`config.mk`:
```
export PLATFORM = sky130hd
export DESIGN_NAME = tube_collision_score
export DESIGN_NICKNAME = d
export VERILOG_FILES = /design/src/rtl/tube_collision_score.sv
export SDC_FILE = /design/constraint.sdc
export NUM_CORES = 1
export LEC_CHECK = 0
export BUFFER_PORTS_ARGS = -buffer_cell sky130_fd_sc_hd__buf_2
export CAP_MARGIN = 20
export CORE_ASPECT_RATIO = 1.4
export CORE_MARGIN = 4
export CORE_UTILIZATION = 45
export CTS_CLUSTER_DIAMETER = 80
export DETAILED_ROUTE_END_ITERATION = 8
export PLACE_DENSITY = 0.66
export SLEW_MARGIN = 20
export SYNTH_ARGS = -nofsm -noshare
export SYNTH_HDL_FRONTEND = slang
export SYNTH_SLANG_ARGS = --single-unit
```
`constraint.sdc`:
```
create_clock -name clk -period 8.7 [get_ports clk]
set_input_delay 1.305 -clock clk [delete_from_list [all_inputs] [get_ports clk]]
set_output_delay 1.305 -clock clk [all_outputs]
set_load 0.03 [all_outputs]
```
`src/rtl/tube_collision_score.sv`:
```
// -----------------------------------------------------------------------------
// tube_collision_score
//
// Game-logic back end for the scrolling-tube game. Consumes the three tube
// left-edge X positions and gap top-Y positions from the tube generator plus
// the bird's top-edge Y, detects bird/tube and bird/screen-edge collisions,
// counts passed tubes as the score and runs the game-state FSM
// (IDLE -> PLAYING -> HIT -> GAME_OVER -> PLAYING ...).
//
// Ports
//   clk         in   system clock
//   rst_n       in   asynchronous active-low reset
//   start_btn   in   start/flap button, synchronised level
//   bird_y      in   [10:0] bird top edge Y
//   tube_x      in   [10:0] x3 tube left edges
//   gap_y       in   [10:0] x3 gap top edges
//   game_rst    out  one-cycle pulse that reloads tube generator and bird
//   state       out  [1:0] 0=IDLE 1=PLAYING 2=HIT 3=GAME_OVER
//   collision   out  one-cycle pulse on PLAYING->HIT
//   score       out  [9:0] tubes passed this game, saturating at SCORE_MAX
//   high_score  out  [9:0] best score since reset (HIGH_SCORE_EN only)
//
// Configuration
//   HIGH_SCORE_EN  when defined, adds the high_score register and port.
//
// All outputs are registered: inputs sampled at edge N respond after edge N.
// -----------------------------------------------------------------------------
module tube_collision_score #(
  parameter int SCREEN_HEIGHT = 768,
  parameter int TUBE_WIDTH    = 120,
  parameter int GAP_HEIGHT    = 400,
  parameter int BIRD_X        = 200,
  parameter int BIRD_SIZE     = 40,
  parameter int DEATH_TICKS   = 50_000_000,
  parameter int SCORE_MAX     = 999
) (
  input  logic        clk,
  input  logic        rst_n,
  input  logic        start_btn,
  input  logic [10:0] bird_y,
  input  logic [10:0] tube_x [2:0],
  input  logic [10:0] gap_y  [2:0],
  output logic        game_rst,
  output logic [1:0]  state,
  output logic        collision,
  output logic [9:0]  score
`ifdef HIGH_SCORE_EN
  ,
  output logic [9:0]  high_score
`endif
);

  typedef enum logic [1:0] {
    S_IDLE      = 2'd0,
    S_PLAYING   = 2'd1,
    S_HIT       = 2'd2,
    S_GAME_OVER = 2'd3
  } state_e;

  // Death counter only needs to reach DEATH_TICKS-1; keep at least one bit.
  localparam int              CNT_W    = (DEATH_TICKS > 1) ? $clog2(DEATH_TICKS) : 1;
  localparam logic [CNT_W-1:0] CNT_LAST = CNT_W'(DEATH_TICKS - 1);

  // Geometry constants at 12 bits so that position + width never wraps.
  localparam logic [11:0] BIRD_LEFT  = 12'(BIRD_X);
  localparam logic [11:0] BIRD_RIGHT = 12'(BIRD_X + BIRD_SIZE);
  localparam logic [11:0] BIRD_SZ    = 12'(BIRD_SIZE);
  localparam logic [11:0] TUBE_W     = 12'(TUBE_WIDTH);
  localparam logic [11:0] GAP_H      = 12'(GAP_HEIGHT);
  localparam logic [11:0] SCR_H      = 12'(SCREEN_HEIGHT);
  localparam logic [10:0] SCORE_CAP  = 11'(SCORE_MAX);

  // Number of PLAYING cycles (starting with the game_rst cycle) in which
  // hit/pass evaluation is ignored while generator and bird reload.
  localparam logic [1:0] SETTLE_CYCLES = 2'd2;

  // ---------------------------------------------------------------------------
  // State
  // ---------------------------------------------------------------------------
  state_e           state_q;
  logic             btn_q;
  logic [2:0]       passed_q;
  logic [CNT_W-1:0] death_cnt_q;
  logic [1:0]       settle_q;
  logic [9:0]       score_q;
  logic             game_rst_q;
  logic             collision_q;

  // ---------------------------------------------------------------------------
  // Combinational geometry
  // ---------------------------------------------------------------------------
  logic [11:0] bird_top;
  logic [11:0] bird_bot;
  logic        edge_hit;
  logic [2:0]  overlap;
  logic [2:0]  pass;
  logic [2:0]  wrapped;
  logic        hit;
  logic        start_evt;
  logic [1:0]  pass_cnt;
  logic [10:0] score_sum;
  logic [9:0]  score_d;
  logic [2:0]  passed_d;

  // NOTE: every signal driven here gets a default assignment before any
  // conditional logic, so no path leaves a value unassigned and no latch forms.
  always_comb begin
    logic [11:0] tx_l;
    logic [11:0] tx_r;
    logic [11:0] gap_t;
    logic [11:0] gap_b;

    bird_top = {1'b0, bird_y};
    bird_bot = bird_top + BIRD_SZ;
    edge_hit = (bird_top == 12'd0) || (bird_bot >= SCR_H);
    overlap  = '0;
    pass     = '0;
    wrapped  = '0;
    tx_l     = '0;
    tx_r     = '0;
    gap_t    = '0;
    gap_b    = '0;

    for (int i = 0; i < 3; i++) begin
      tx_l  = {1'b0, tube_x[i]};
      tx_r  = tx_l + TUBE_W;
      gap_t = {1'b0, gap_y[i]};
      gap_b = gap_t + GAP_H;

      overlap[i] = (tx_l < BIRD_RIGHT) && (tx_r > BIRD_LEFT) &&
                   ((bird_top < gap_t) || (bird_bot > gap_b));
      // Tube fully left of the bird and not yet counted.
      pass[i]    = (tx_r <= BIRD_LEFT) && !passed_q[i];
      // Tube has scrolled off and been re-spawned on the right.
      wrapped[i] = (tx_l >= BIRD_RIGHT);
    end

    hit = edge_hit || (|overlap);
  end

  assign start_evt = start_btn && !btn_q;

  // Score accumulation, saturating at SCORE_MAX.
  always_comb begin
    pass_cnt  = {1'b0, pass[0]} + {1'b0, pass[1]} + {1'b0, pass[2]};
    score_sum = {1'b0, score_q} + {9'd0, pass_cnt};
    score_d   = (score_sum > SCORE_CAP) ? SCORE_CAP[9:0] : score_sum[9:0];
    // Set and clear conditions are mutually exclusive per tube.
    passed_d  = (passed_q | pass) & ~wrapped;
  end

  // ---------------------------------------------------------------------------
  // Game FSM with registered outputs
  // ---------------------------------------------------------------------------
  // NOTE: sequential state uses non-blocking assignments only, so every
  // register samples the pre-edge value of every other register.
  always_ff @(posedge clk or negedge rst_n) begin
    if (!rst_n) begin
      state_q     <= S_IDLE;
      btn_q       <= 1'b0;
      passed_q    <= '0;
      death_cnt_q <= '0;
      settle_q    <= '0;
      score_q     <= '0;
      game_rst_q  <= 1'b0;
      collision_q <= 1'b0;
    end else begin
      btn_q       <= start_btn;
      game_rst_q  <= 1'b0;
      collision_q <= 1'b0;

      case (state_q)
        S_IDLE, S_GAME_OVER: begin
          if (start_evt) begin
            state_q    <= S_PLAYING;
            game_rst_q <= 1'b1;
            score_q    <= '0;
            passed_q   <= '0;
            settle_q   <= SETTLE_CYCLES;
          end
        end

        S_PLAYING: begin
          if (settle_q != 2'd0) begin
            // Inputs still show stale positions; ignore them.
            settle_q <= settle_q - 2'd1;
          end else if (hit) begin
            // Hit wins over any simultaneous pass.
            state_q     <= S_HIT;
            collision_q <= 1'b1;
            death_cnt_q <= '0;
          end else begin
            score_q  <= score_d;
            passed_q <= passed_d;
          end
        end

        S_HIT: begin
          death_cnt_q <= death_cnt_q + CNT_W'(1);
          if (death_cnt_q == CNT_LAST) begin
            state_q <= S_GAME_OVER;
          end
        end

        default: state_q <= S_IDLE;
      endcase
    end
  end

`ifdef HIGH_SCORE_EN
  logic [9:0] high_score_q;

  // Updated on HIT->GAME_OVER; untouched by game_rst.
  always_ff @(posedge clk or negedge rst_n) begin
    if (!rst_n) begin
      high_score_q <= '0;
    end else if ((state_q == S_HIT) && (death_cnt_q == CNT_LAST) &&
                 (score_q > high_score_q)) begin
      high_score_q <= score_q;
    end
  end

  assign high_score = high_score_q;
`endif

  assign game_rst  = game_rst_q;
  assign state     = state_q;
  assign collision = collision_q;
  assign score     = score_q;

endmodule
```
==> results of run 1 <==
## layout by cell type, fill, tap and decap left out, types with 5 or more instances in the layout
master,instances
a2111oi_0,5
a21o_1,8
a21oi_1,60
a2bb2oi_1,10
a31oi_1,8
and2_1,5
and3_1,16
and4_1,6
buf_2,92
clkbuf_16,5
dfrtp_1,46
ha_1,77
inv_1,57
nand2_1,36
nand3_1,37
nand4_1,18
nor2_1,43
nor2b_1,5
nor3_1,11
o2111ai_1,6
o211ai_1,5
o21ai_0,26
o22ai_1,5
o31ai_1,23
or4_1,18
xnor2_1,23
## logic make-up (layout without fill, tap and decap cells)
kind of cell	count (synthesis)	after routing	share of synthesized area
DFF	46	46	0.217
adders and majority gates	79	79	0.189
xor gates and xnor gates	25	25	0.0413
buffers and inverters	78	161	0.0598
and+or+nand+nor	221	221	0.226
muxes	4	4	0.00756
AOI/OAI and AO/OA	198	198	0.258
## state kept, by name, summed over array words and instances (netlist names)
signal,cells
score,10
game_rst,1
passed_q,3
state,2
collision,1
btn_q,1
death_cnt_q,26
settle_q,2
## metal layers
layer / global-route usage / vias to the layer above / part of all wire
li1: - / 2660 / -
met1: 0.251 / 2576 / 0.40
met2: 0.413 / 178 / 0.53
met3: 0.0236 / 36 / 0.047
met4: 0.0790 / 0 / 0.031
met5: 0 / - / 0
## metrics by stage
step,util,instance area (um^2)
2_1_floorplan,-,5300
3_3_place_gp,0.511,5860
3_5_place_dp,0.511,5860
4_1_cts,0.526,6030
5_1_grt,0.526,6030
6_report,0.526,6030
## how the worst min path moves through the flow
stage | slack (ns) | endpoint | cells past startpoint | start
floorplan | 0.48 | death_cnt_q[17] | 1 | death_cnt_q[17]
global placement | 0.52 | death_cnt_q[17] | 1 | death_cnt_q[17]
detailed placement | 0.53 | death_cnt_q[17] | 1 | death_cnt_q[17]
CTS | 0.55 | death_cnt_q[1] | 2 | death_cnt_q[1]
global route | 0.56 | death_cnt_q[17] | 1 | death_cnt_q[17]
finish | 0.54 | death_cnt_q[17] | 1 | death_cnt_q[17]
## cell type report
| cell class | instances | area, um^2 | area share |
|---|---|---|---|
| Timing Repair Buffer | 94 | 475 | 0.0789 |
| Clock buffer | 6 | 139 | 0.0230 |
| Multi-Input combinational cell | 527 | 3830 | 0.635 |
| Clock inverter | 1 | 30.0 | 0.00498 |
| Tap cell | 144 | 180 | 0.0299 |
| Sequential cell | 46 | 1150 | 0.191 |
| Inverter | 60 | 225 | 0.0374 |
## power by group through the flow
stage               Combinational (W)  Sequential [W]  Clock (W)
floorplan                    0.000393        0.000350          0
global placement             0.000531        0.000345          0
detailed placement           0.000555        0.000348          0
CTS                          0.000559        0.000344   0.000226
global route                 0.000629        0.000358   0.000236
finish                       0.000555        0.000346   0.000223
## worst max-delay path: cells and delay by family
kind / cells / cell delay, ns
AO/OA/AOI/OAI: 6 / 0.96
buffers and inverters: 1 / 0.13
AND/OR/NAND/NOR: 8 / 2.27
adder cells (fa/ha/maj): 3 / 1.11
==> flow_metrics.env, run 1 <==
export IMPL_run_status="finished clean"
export IMPL_comb_power_share=0.494
export IMPL_initial_core_util=0.462
export IMPL_critPathArrivalTime_ns=5.78
export IMPL_cts_resized=0
export IMPL_reg2reg_slack_ns=5.45
export IMPL_synth_seq_cells=46
export IMPL_grt_pass1_vias=5322
export IMPL_cpPeakStageDelay_ns=0.54
export IMPL_hold_viol_final=0
export IMPL_drt_first_pass_iters=5
export IMPL_synth_common_cells="ha_1, a21oi_1, inv_1"
export IMPL_synth_fp_nets=810
export IMPL_synth_edf_count=0
export IMPL_root_buffer="clkbuf_16"
export IMPL_ys_seq_area_frac=0.217
export IMPL_grt_antenna_before_repair=0
export IMPL_synth_most_common_cell="ha_1"
export IMPL_synth_area_leader_cell="dfrtp_1"
export IMPL_max_freq_ghz=0.180
export IMPL_clockBufferDepth=2
export IMPL_io_buffers=93
export IMPL_power_frac_clock=0.199
export IMPL_viasPerCell=6.21
export IMPL_slew_headroom=0.320
export IMPL_dp_cells=871
export IMPL_pre_cts_ws_ns=2.87
export IMPL_totalWireLength_mm=15.0
export IMPL_hold_path_class="flop to flop"
export IMPL_final_cells=878
export IMPL_grt_max_degree=47
export IMPL_cellLeakagePower_nw=2.86
export IMPL_fin_crit_sh=0.640
export IMPL_synth_area_leaders="dfrtp_1, ha_1, a21oi_1"
export IMPL_ys_types=72
export IMPL_critPathLaunch="tube_x[25]"
export IMPL_drtIter0Drc=359
export IMPL_crit_chain="buf_2 -> or4_4 -> or4b_1 -> o21ai_0 -> a21oi_1 -> or3_1 -> nor2_1 -> fa_1 -> ha_1 -> fa_1 -> nand2_1 -> o2111ai_1 -> a32oi_1 -> nand2_1 -> a31o_2 -> nand2b_1 -> or3_1 -> o22ai_1"
export IMPL_cts_hold_buf=0
export IMPL_worst_r2r_cell_count=12
export IMPL_cts_htree_levels=2
export IMPL_setup_viol=0
export IMPL_io_pins=94
export IMPL_async_flop_share=1.00
export IMPL_grt_ovfl_total=0
export IMPL_grt_total_usage=0.219
export IMPL_p_int_w=0.000615
export IMPL_cp_end_kind="flop"
export IMPL_gp_congestion=0.877
export IMPL_drtAntennaViolNets=0
export IMPL_r2r_end="score[4]"
export IMPL_crit_slowest_cell="or4_4"
export IMPL_syn2layout_area_growth_pct=13.8
export IMPL_wl_per_cell_um=17.1
export IMPL_cts_inserted_buffers=5
export IMPL_worstSkewPairLatency_ns=0.29
export IMPL_fin_crit_ns=5.57
export IMPL_core_area_mm2=0.0115
export IMPL_drc=0
export IMPL_synth_top_area_share=0.217
export IMPL_dp_hpwl_mm=12.1
export IMPL_rows=46
export IMPL_setup_ws_ns=3.13
export IMPL_cp_max_fo=6
export IMPL_worst_ep_required_time_ns=8.91
export IMPL_cts_tree="done"
export IMPL_fin_tns_setup_ns=0
export IMPL_nFillCells=1060
export IMPL_max_slew_worst_pin_slew_ns=1.02
export IMPL_critPathCapture="score[4]"
export IMPL_clock_skew_ns=0.0109
export IMPL_pwr_share_seq=0.308
export IMPL_rsz0062_at_grt="false"
export IMPL_clock_sinks=46
export IMPL_crit_type="input port to flop"
export IMPL_nNetsFinal=893
export IMPL_clk_pin_slew_ns=0.07
export IMPL_die_area_mm2=0.0136
export IMPL_cp_start_kind="input port"
export IMPL_finalMaxSlewViolations=0
export IMPL_vias=5450
export IMPL_diodes=0
export IMPL_grt_pass1_wl_mm=24.7
export IMPL_syn_area_mm2=0.00530
export IMPL_whs_ns=0.541
export IMPL_p_per_area_mw_per_mm2=186
export IMPL_synth_area_per_cell_um2=8.14
export IMPL_cap_violations=0
export IMPL_layout_drive_gt1_share=0.154
export IMPL_cts_setup_buffers=0
export IMPL_p_sw_w=0.000509
export IMPL_r2r_start="passed_q[0]"
export IMPL_die_h_um=136
export IMPL_irDropWorstVdd_mv=0.205
export IMPL_dominantRegCellSynth="dfrtp_1"
export IMPL_total_power_w=0.00112
export IMPL_synthCells=651
export IMPL_die_w_um=99.7
export IMPL_yosysWarnings=0
export IMPL_swShare=0.453
No activity file was read; power rests on OpenSTA's default activity.
==> inputs of run 2 (changes only) <==
--- a/config.mk
+++ b/config.mk
@@ -5,6 +5,7 @@
 export SDC_FILE = /design/constraint.sdc
 export NUM_CORES = 1
 export LEC_CHECK = 0
+export ABC_AREA = 1
 export BUFFER_PORTS_ARGS = -buffer_cell sky130_fd_sc_hd__buf_2
 export CAP_MARGIN = 20
 export CORE_ASPECT_RATIO = 1.4
@@ -12,7 +13,7 @@
 export CORE_UTILIZATION = 45
 export CTS_CLUSTER_DIAMETER = 80
 export DETAILED_ROUTE_END_ITERATION = 8
-export PLACE_DENSITY = 0.66
+export PLACE_DENSITY = 0.69
 export SLEW_MARGIN = 20
 export SYNTH_ARGS = -nofsm -noshare
 export SYNTH_HDL_FRONTEND = slang
==> constraint.sdc (replaced) <==
create_clock -name clk -period 5.1 [get_ports clk]
set_input_delay 0.765 -clock clk [delete_from_list [all_inputs] [get_ports clk]]
set_output_delay 0.765 -clock clk [all_outputs]
set_load 0.03 [all_outputs]
==> run 2 against run 1 <==
Compared with the run above:
- wire length down 0.62%
- via count up 6.4%
- synthesized cell count up 35%
- critical path depth up 5
- clock skew down 0.0034 ns
- final cell count up 27%
- critical path type unchanged
- largest cell class unchanged
- highest routed layer unchanged
==> flow_metrics.env, run 2 <==
export IMPL_cts_setup_buffers=0
export IMPL_cts_resized=0
export IMPL_largest_reg_flops=26
export IMPL_worstSkewPairLatency_ns=0.29
export IMPL_grt_pass1_vias=5574
export IMPL_critPathBufInv=4
export IMPL_max_freq_ghz=0.256
export IMPL_cellLeakagePower_nw=3.61
export IMPL_irDropWorstVdd_mv=0.148
export IMPL_rsz0062_at_grt="false"
export IMPL_synth_most_common_cell="nand2_1"
export IMPL_die_w_um=103
export IMPL_final_common_cell="nand2_1"
export IMPL_clock_skew_ns=0.00754
export IMPL_layout_drive_gt1_share=0.118
export IMPL_dominantRegCellSynth="dfrtp_1"
export IMPL_hold_viol_final=0
export IMPL_drt_first_pass_iters=4
export IMPL_syn2layout_area_growth_pct=13.2
export IMPL_muxShareOfSynthArea=0
export IMPL_drc=0
export IMPL_synth_top_area_share=0.202
export IMPL_initial_core_util=0.461
export IMPL_slew_headroom=0.391
export IMPL_top_register="death_cnt_q"
export IMPL_critPathArrivalTime_ns=4.14
export IMPL_crit_type="input port to flop"
export IMPL_crit_family="simple AND/OR/NAND/NOR gates"
export IMPL_synth_common_cells="nand2_1, inv_1, nand3_1"
export IMPL_cp_max_fo=8
export IMPL_yosysWarnings=0
export IMPL_grt_ovfl_total=0
export IMPL_cpPeakStageDelay_ns=0.45
export IMPL_totalWireLength_mm=14.9
export IMPL_drtAntennaViolNets=0
export IMPL_cp_end_kind="flop"
export IMPL_hold_path_class="flop to flop"
export IMPL_p_per_area_mw_per_mm2=246
export IMPL_synthAdderAreaFrac=0.176
export IMPL_io_buffers=93
export IMPL_async_flop_share=1.00
export IMPL_wl_per_cell_um=13.4
export IMPL_grt_total_usage=0.210
export IMPL_max_slew_worst_pin_slew_ns=0.911
export IMPL_cts_htree_levels=2
export IMPL_grt_max_degree=47
export IMPL_io_pins=94
export IMPL_diodes=0
export IMPL_synth_edf_count=0
export IMPL_nNetsFinal=1125
export IMPL_synth_compound_area_frac=0.0564
export IMPL_clockBufferDepth=2
export IMPL_total_power_w=0.00159
export IMPL_viasPerCell=5.19
export IMPL_synth_area_per_cell_um2=6.48
export IMPL_worst_ep_required_time_ns=5.33
export IMPL_core_area_mm2=0.0124
export IMPL_synthCells=880
export IMPL_worstHoldStart="btn_q"
export IMPL_fin_crit_ns=3.91
export IMPL_run_status="finished clean"
export IMPL_crit_slowest_cell="fa_1"
export IMPL_cap_violations=0
export IMPL_finalMaxSlewViolations=0
export IMPL_syn_area_mm2=0.00570
export IMPL_root_buffer="clkbuf_16"
export IMPL_ys_types=38
export IMPL_synth_fp_nets=1039
export IMPL_dp_hpwl_mm=12.0
export IMPL_synth_area_leaders="dfrtp_1, ha_1, nand2_1"
export IMPL_synth_seq_cells=46
export IMPL_crit_chain="buf_2 -> inv_1 -> ha_1 -> inv_1 -> nand2_1 -> nand3_1 -> nor2_1 -> nor2_1 -> nor3_1 -> fa_1 -> ha_1 -> fa_1 -> nand3_1 -> nor2_1 -> nand2_1 -> xor2_1 -> nor2_1 -> nand4_1 -> nand3b_1 -> nand2_1 -> inv_1 -> nand3_1 -> nand2_1"
export IMPL_clock_sinks=46
export IMPL_cp_start_kind="input port"
export IMPL_drtIter0Drc=276
export IMPL_r2r_start="passed_q[0]"
export IMPL_gp_congestion=0.904
export IMPL_grt_pass1_wl_mm=25.1
export IMPL_die_area_mm2=0.0146
export IMPL_die_h_um=141
export IMPL_fin_tns_setup_ns=0
export IMPL_setup_viol=0
export IMPL_synthSimpleGateAreaFrac=0.396
export IMPL_final_cell_mix="nand2_1, inv_1, nand3_1, nor2_1, buf_2"
export IMPL_rows=48
export IMPL_ys_seq_area_frac=0.202
export IMPL_grt_antenna_before_repair=0
export IMPL_synth_area_leader_cell="dfrtp_1"
export IMPL_synth_xor_area_frac=0.0722
export IMPL_synth_top_family_by_area="simple AND/OR/NAND/NOR gates"
export IMPL_critPathLaunch="tube_x[25]"
export IMPL_cts_hold_buf=0
export IMPL_vias=5801
export IMPL_clk_pin_slew_ns=0.07
export IMPL_cts_inserted_buffers=5
export IMPL_fin_crit_sh=0.766
export IMPL_cts_tree="done"
-- run 2: changes by cell type in the layout (fill, tap and decap cells not counted), sizes merged, moves of 33 or more --
cell,previous run,this run
a21oi,60,27
inv,59,125
nand2,37,227
nand3,37,119
nor2,44,103
xor2,2,36
-- run 2: worst register-to-register path: stages (launching register included) --
cell      delay [ns]
dfrtp_1         0.40
nor3_1          0.27
fa_1            0.46
ha_1            0.22
fa_1            0.41
nand3_1         0.14
nor2_1          0.08
nand2_1         0.07
xor2_1          0.08
nor2_1          0.10
nand4_1         0.29
nand3b_1        0.20
nand2_1         0.06
inv_1           0.08
nand3_1         0.09
nand2_1         0.08
-- run 2: worst paths after layout --
path	slack, ns	end	depth (start not counted)
setup reg to reg	2.00	score[0]	15
setup / recovery	1.19	score[0]	23
hold / removal	0.44	game_rst	1
min in group asynchronous	0.48	state[0]	1
max in group asynchronous	4.21	passed_q[1]	1
hold reg to reg	0.44	game_rst	1
-- run 2: cell type report --
cell class	instances	area, um^2
fill	1286	5920
multi-input combinational	692	3990
sequential	46	1150
timing repair buffer	95	483
inverter	126	473
tap	150	188
clock buffer	6	129
clock inverter	2	37.5
-- run 2: stage by stage --
stage | instances | area (um^2) | hold slack [ns] | utilization | setup WS (ns)
finish | 1117 | 6450 | 0.441 | 0.522 | 1.19
global placement | 1109 | 6280 | 0.424 | 0.508 | 1.01
detailed placement | 1109 | 6280 | 0.433 | 0.508 | 0.951
global route | 1117 | 6450 | 0.479 | 0.522 | 0.775
CTS | 1117 | 6450 | 0.445 | 0.521 | 1.22
floorplan | 880 | 5700 | 0.403 | - | 1.39
-- run 2: cells by family (layout without fill, tap and decap cells) --
family          Yosys count  in the layout
simple gates            510            510
buf+inv                 142            229
fa+ha+maj                79             79
compound gates           56             56
xor+xnor                 47             47
flops                    46             46
-- run 2: power by group --
part           total, W  internal (W)  switching (W)
sequential     0.000429      0.000398      0.0000312
clock          0.000377      0.000232       0.000145
combinational  0.000780      0.000228       0.000553
total           0.00159      0.000857       0.000729
-- run 2: layer usage --
| metal | up-vias | global-route usage | routed length [um] |
|---|---|---|---|
| li1 | 3034 | - | - |
| met1 | 2637 | 0.239 | 6180 |
| met2 | 100 | 0.393 | 7990 |
| met3 | 30 | 0.0193 | 379 |
| met4 | 0 | 0.0764 | 398 |
| met5 | - | 0 | 0 |
==> inputs of run 3 (changes only) <==
--- a/config.mk
+++ b/config.mk
@@ -13,7 +13,7 @@
 export CORE_UTILIZATION = 45
 export CTS_CLUSTER_DIAMETER = 80
 export DETAILED_ROUTE_END_ITERATION = 8
-export PLACE_DENSITY = 0.69
+export PLACE_DENSITY = 0.66
 export SLEW_MARGIN = 20
 export SYNTH_ARGS = -nofsm -noshare
 export SYNTH_HDL_FRONTEND = slang
==> constraint.sdc (replaced) <==
create_clock -name clk -period 4 [get_ports clk]
set_input_delay 0.6 -clock clk [delete_from_list [all_inputs] [get_ports clk]]
set_output_delay 0.6 -clock clk [all_outputs]
set_load 0.03 [all_outputs]
==> run 3 against run 2 <==
Compared with the run above:
- via count rose by 0.83%
- combinational power rose by 29%
- final cell count rose by 0.36%
- flip-flop and latch count did not move
- clock skew fell by 0.0028 ns
- wire length rose by 0.92%
- die area did not move
- power rose by 28%
- register-to-register slack got worse by 1.0 ns
- clock power rose by 27%
- critical endpoint is now score[9]
==> flow_metrics.env, run 3 (same netlist as run 2, synthesis figures left out) <==
export IMPL_clock_sinks=46
export IMPL_fin_crit_ns=3.64
export IMPL_wl_per_cell_um=13.5
export IMPL_clk_pin_slew_ns=0.06
export IMPL_die_w_um=103
export IMPL_clock_skew_ns=0.00472
export IMPL_layout_area_seq_mm2=0.00115
export IMPL_io_buffers=93
export IMPL_grt_antenna_before_repair=0
export IMPL_viasPerCell=5.22
export IMPL_cp_end_kind="flop"
export IMPL_root_buffer="clkbuf_16"
export IMPL_reg2reg_slack_ns=0.98
export IMPL_dp_cells=1114
export IMPL_clockBufferDepth=2
export IMPL_die_area_mm2=0.0146
export IMPL_run_status="finished clean"
export IMPL_cts_setup_buffers=0
export IMPL_worst_ep_required_time_ns=4.23
export IMPL_io_pins=94
export IMPL_comb_power_share=0.497
export IMPL_gp_congestion=0.902
export IMPL_cts_htree_levels=2
export IMPL_fin_tns_setup_ns=0
export IMPL_nNetsFinal=1130
export IMPL_drt_first_pass_iters=6
export IMPL_max_slew_worst_pin_slew_ns=0.908
export IMPL_slew_headroom=0.394
export IMPL_swShare=0.451
export IMPL_p_int_w=0.00112
export IMPL_rows=48
export IMPL_critPathArrivalTime_ns=3.86
export IMPL_hold_viol_final=0
export IMPL_layout_drive_gt1_share=0.126
export IMPL_die_h_um=141
export IMPL_cts_resized=0
export IMPL_worstSkewPairLatency_ns=0.29
export IMPL_grt_total_usage=0.217
export IMPL_critPathLaunch="tube_x[25]"
export IMPL_cap_violations=0
export IMPL_vias=5849
export IMPL_largest_reg_flops=26
export IMPL_multi_input_area_mm2=0.00401
export IMPL_placed_area_mm2=0.00633
export IMPL_drtIter0Drc=236
export IMPL_setup_viol=0
export IMPL_nFillCells=1334
export IMPL_cts_hold_buf=0
export IMPL_final_common_cell="nand2_1"
export IMPL_pwr_share_seq=0.268
export IMPL_top_register="death_cnt_q"
export IMPL_grt_pass1_vias=5625
export IMPL_totalWireLength_mm=15.1
export IMPL_grt_max_degree=47
export IMPL_total_power_w=0.00203
export IMPL_final_cell_mix="nand2_1, inv_1, nand3_1, nor2_1, buf_2"
export IMPL_p_per_area_mw_per_mm2=312
export IMPL_irDropWorstVdd_mv=0.215
export IMPL_cp_start_kind="input port"
export IMPL_initial_core_util=0.461
export IMPL_drtAntennaViolNets=0
export IMPL_crit_type="input port to flop"
export IMPL_finalMaxSlewViolations=0
export IMPL_p_sw_w=0.000918
export IMPL_pre_cts_ws_ns=0.00919
export IMPL_r2r_end="score[9]"
export IMPL_cts_tree="done"
export IMPL_dp_hpwl_mm=12.2
export IMPL_cp_max_fo=8
export IMPL_design_area_mm2=0.00652
export IMPL_worst_r2r_cell_count=15
export IMPL_grt_pass1_wl_mm=25.8
export IMPL_core_area_mm2=0.0124
export IMPL_fin_crit_sh=0.909
export IMPL_power_frac_clock=0.235
export IMPL_cts_inserted_buffers=5
export IMPL_rsz0062_at_grt="false"
export IMPL_drc=0
export IMPL_critPathCapture="score[9]"
export IMPL_r2r_start="passed_q[0]"
export IMPL_setup_ws_ns=0.363
export IMPL_final_cells=1121
export IMPL_grt_ovfl_total=0
export IMPL_syn2layout_area_growth_pct=14.3
export IMPL_hold_path_class="input port to async pin"
export IMPL_cellLeakagePower_nw=3.65
export IMPL_diodes=0
export IMPL_max_freq_ghz=0.275
==> run 3: cell types whose count changed in the layout (fill, tap and decap cells not counted), sizes merged <==
cell      change
clkinvlp      -1
buf           +5
==> run 3: stage by stage <==
step / util / hold slack, ns
5_1_grt: 0.527 / 0.443
3_5_place_dp: 0.512 / 0.426
4_1_cts: 0.526 / 0.422
2_1_floorplan: - / 0.304
6_report: 0.527 / 0.399
3_3_place_gp: 0.512 / 0.419
==> run 3: how the worst min path moves through the flow <==
| stage | to | slack, ns | start | cells past startpoint |
|---|---|---|---|---|
| after floorplan | btn_q | 0.30 | rst_n | 0 |
| after global placement | game_rst | 0.42 | btn_q | 1 |
| after detailed placement | game_rst | 0.43 | btn_q | 1 |
| after CTS | score[3] | 0.42 | rst_n | 2 |
| after global routing | score[3] | 0.44 | rst_n | 2 |
| final | score[7] | 0.40 | rst_n | 2 |
==> run 3: final cells by class <==
cell class	instances	share of cell area
Multi-Input combinational cell	692	0.615
Sequential cell	46	0.177
Timing Repair Buffer	100	0.0814
Inverter	126	0.0726
Tap cell	150	0.0288
Clock buffer	6	0.0213
Clock inverter	1	0.00461
==> run 3: layer usage <==
| metal | part of all wire | up-vias | global-route usage |
|---|---|---|---|
| li1 | - | 3051 | - |
| met1 | 0.40 | 2650 | 0.248 |
| met3 | 0.034 | 26 | 0.0183 |
| met4 | 0.026 | 0 | 0.0723 |
| met5 | 0 | - | 0 |
| met2 | 0.54 | 122 | 0.410 |
==> run 3: worst max-delay path: stages <==
cell and delay [ns]:
buf_2 0.10, inv_1 0.11, ha_2 0.23, inv_1 0.05
nand2_1 0.06, nand3_1 0.07, nor2_1 0.10, nor2_1 0.07
nor3_2 0.17, fa_1 0.43, ha_1 0.21, fa_1 0.41
nand3_1 0.14, nor2_1 0.09, nand2_1 0.08, xor2_1 0.07
nor2_1 0.11, nand4_1 0.28, nand3_1 0.19, nand2_1 0.06
inv_1 0.07, nand3_1 0.06, nand2_1 0.08
==> run 3: power by group through the flow <==
stage / sequential (W) / combinational, W / clock [W]
after floorplan: 0.000594 / 0.000691 / 0
after global placement: 0.000552 / 0.00101 / 0
after detailed placement: 0.000553 / 0.00102 / 0
after CTS: 0.000544 / 0.00103 / 0.000496
after global routing: 0.000553 / 0.00115 / 0.000513
final: 0.000544 / 0.00101 / 0.000479
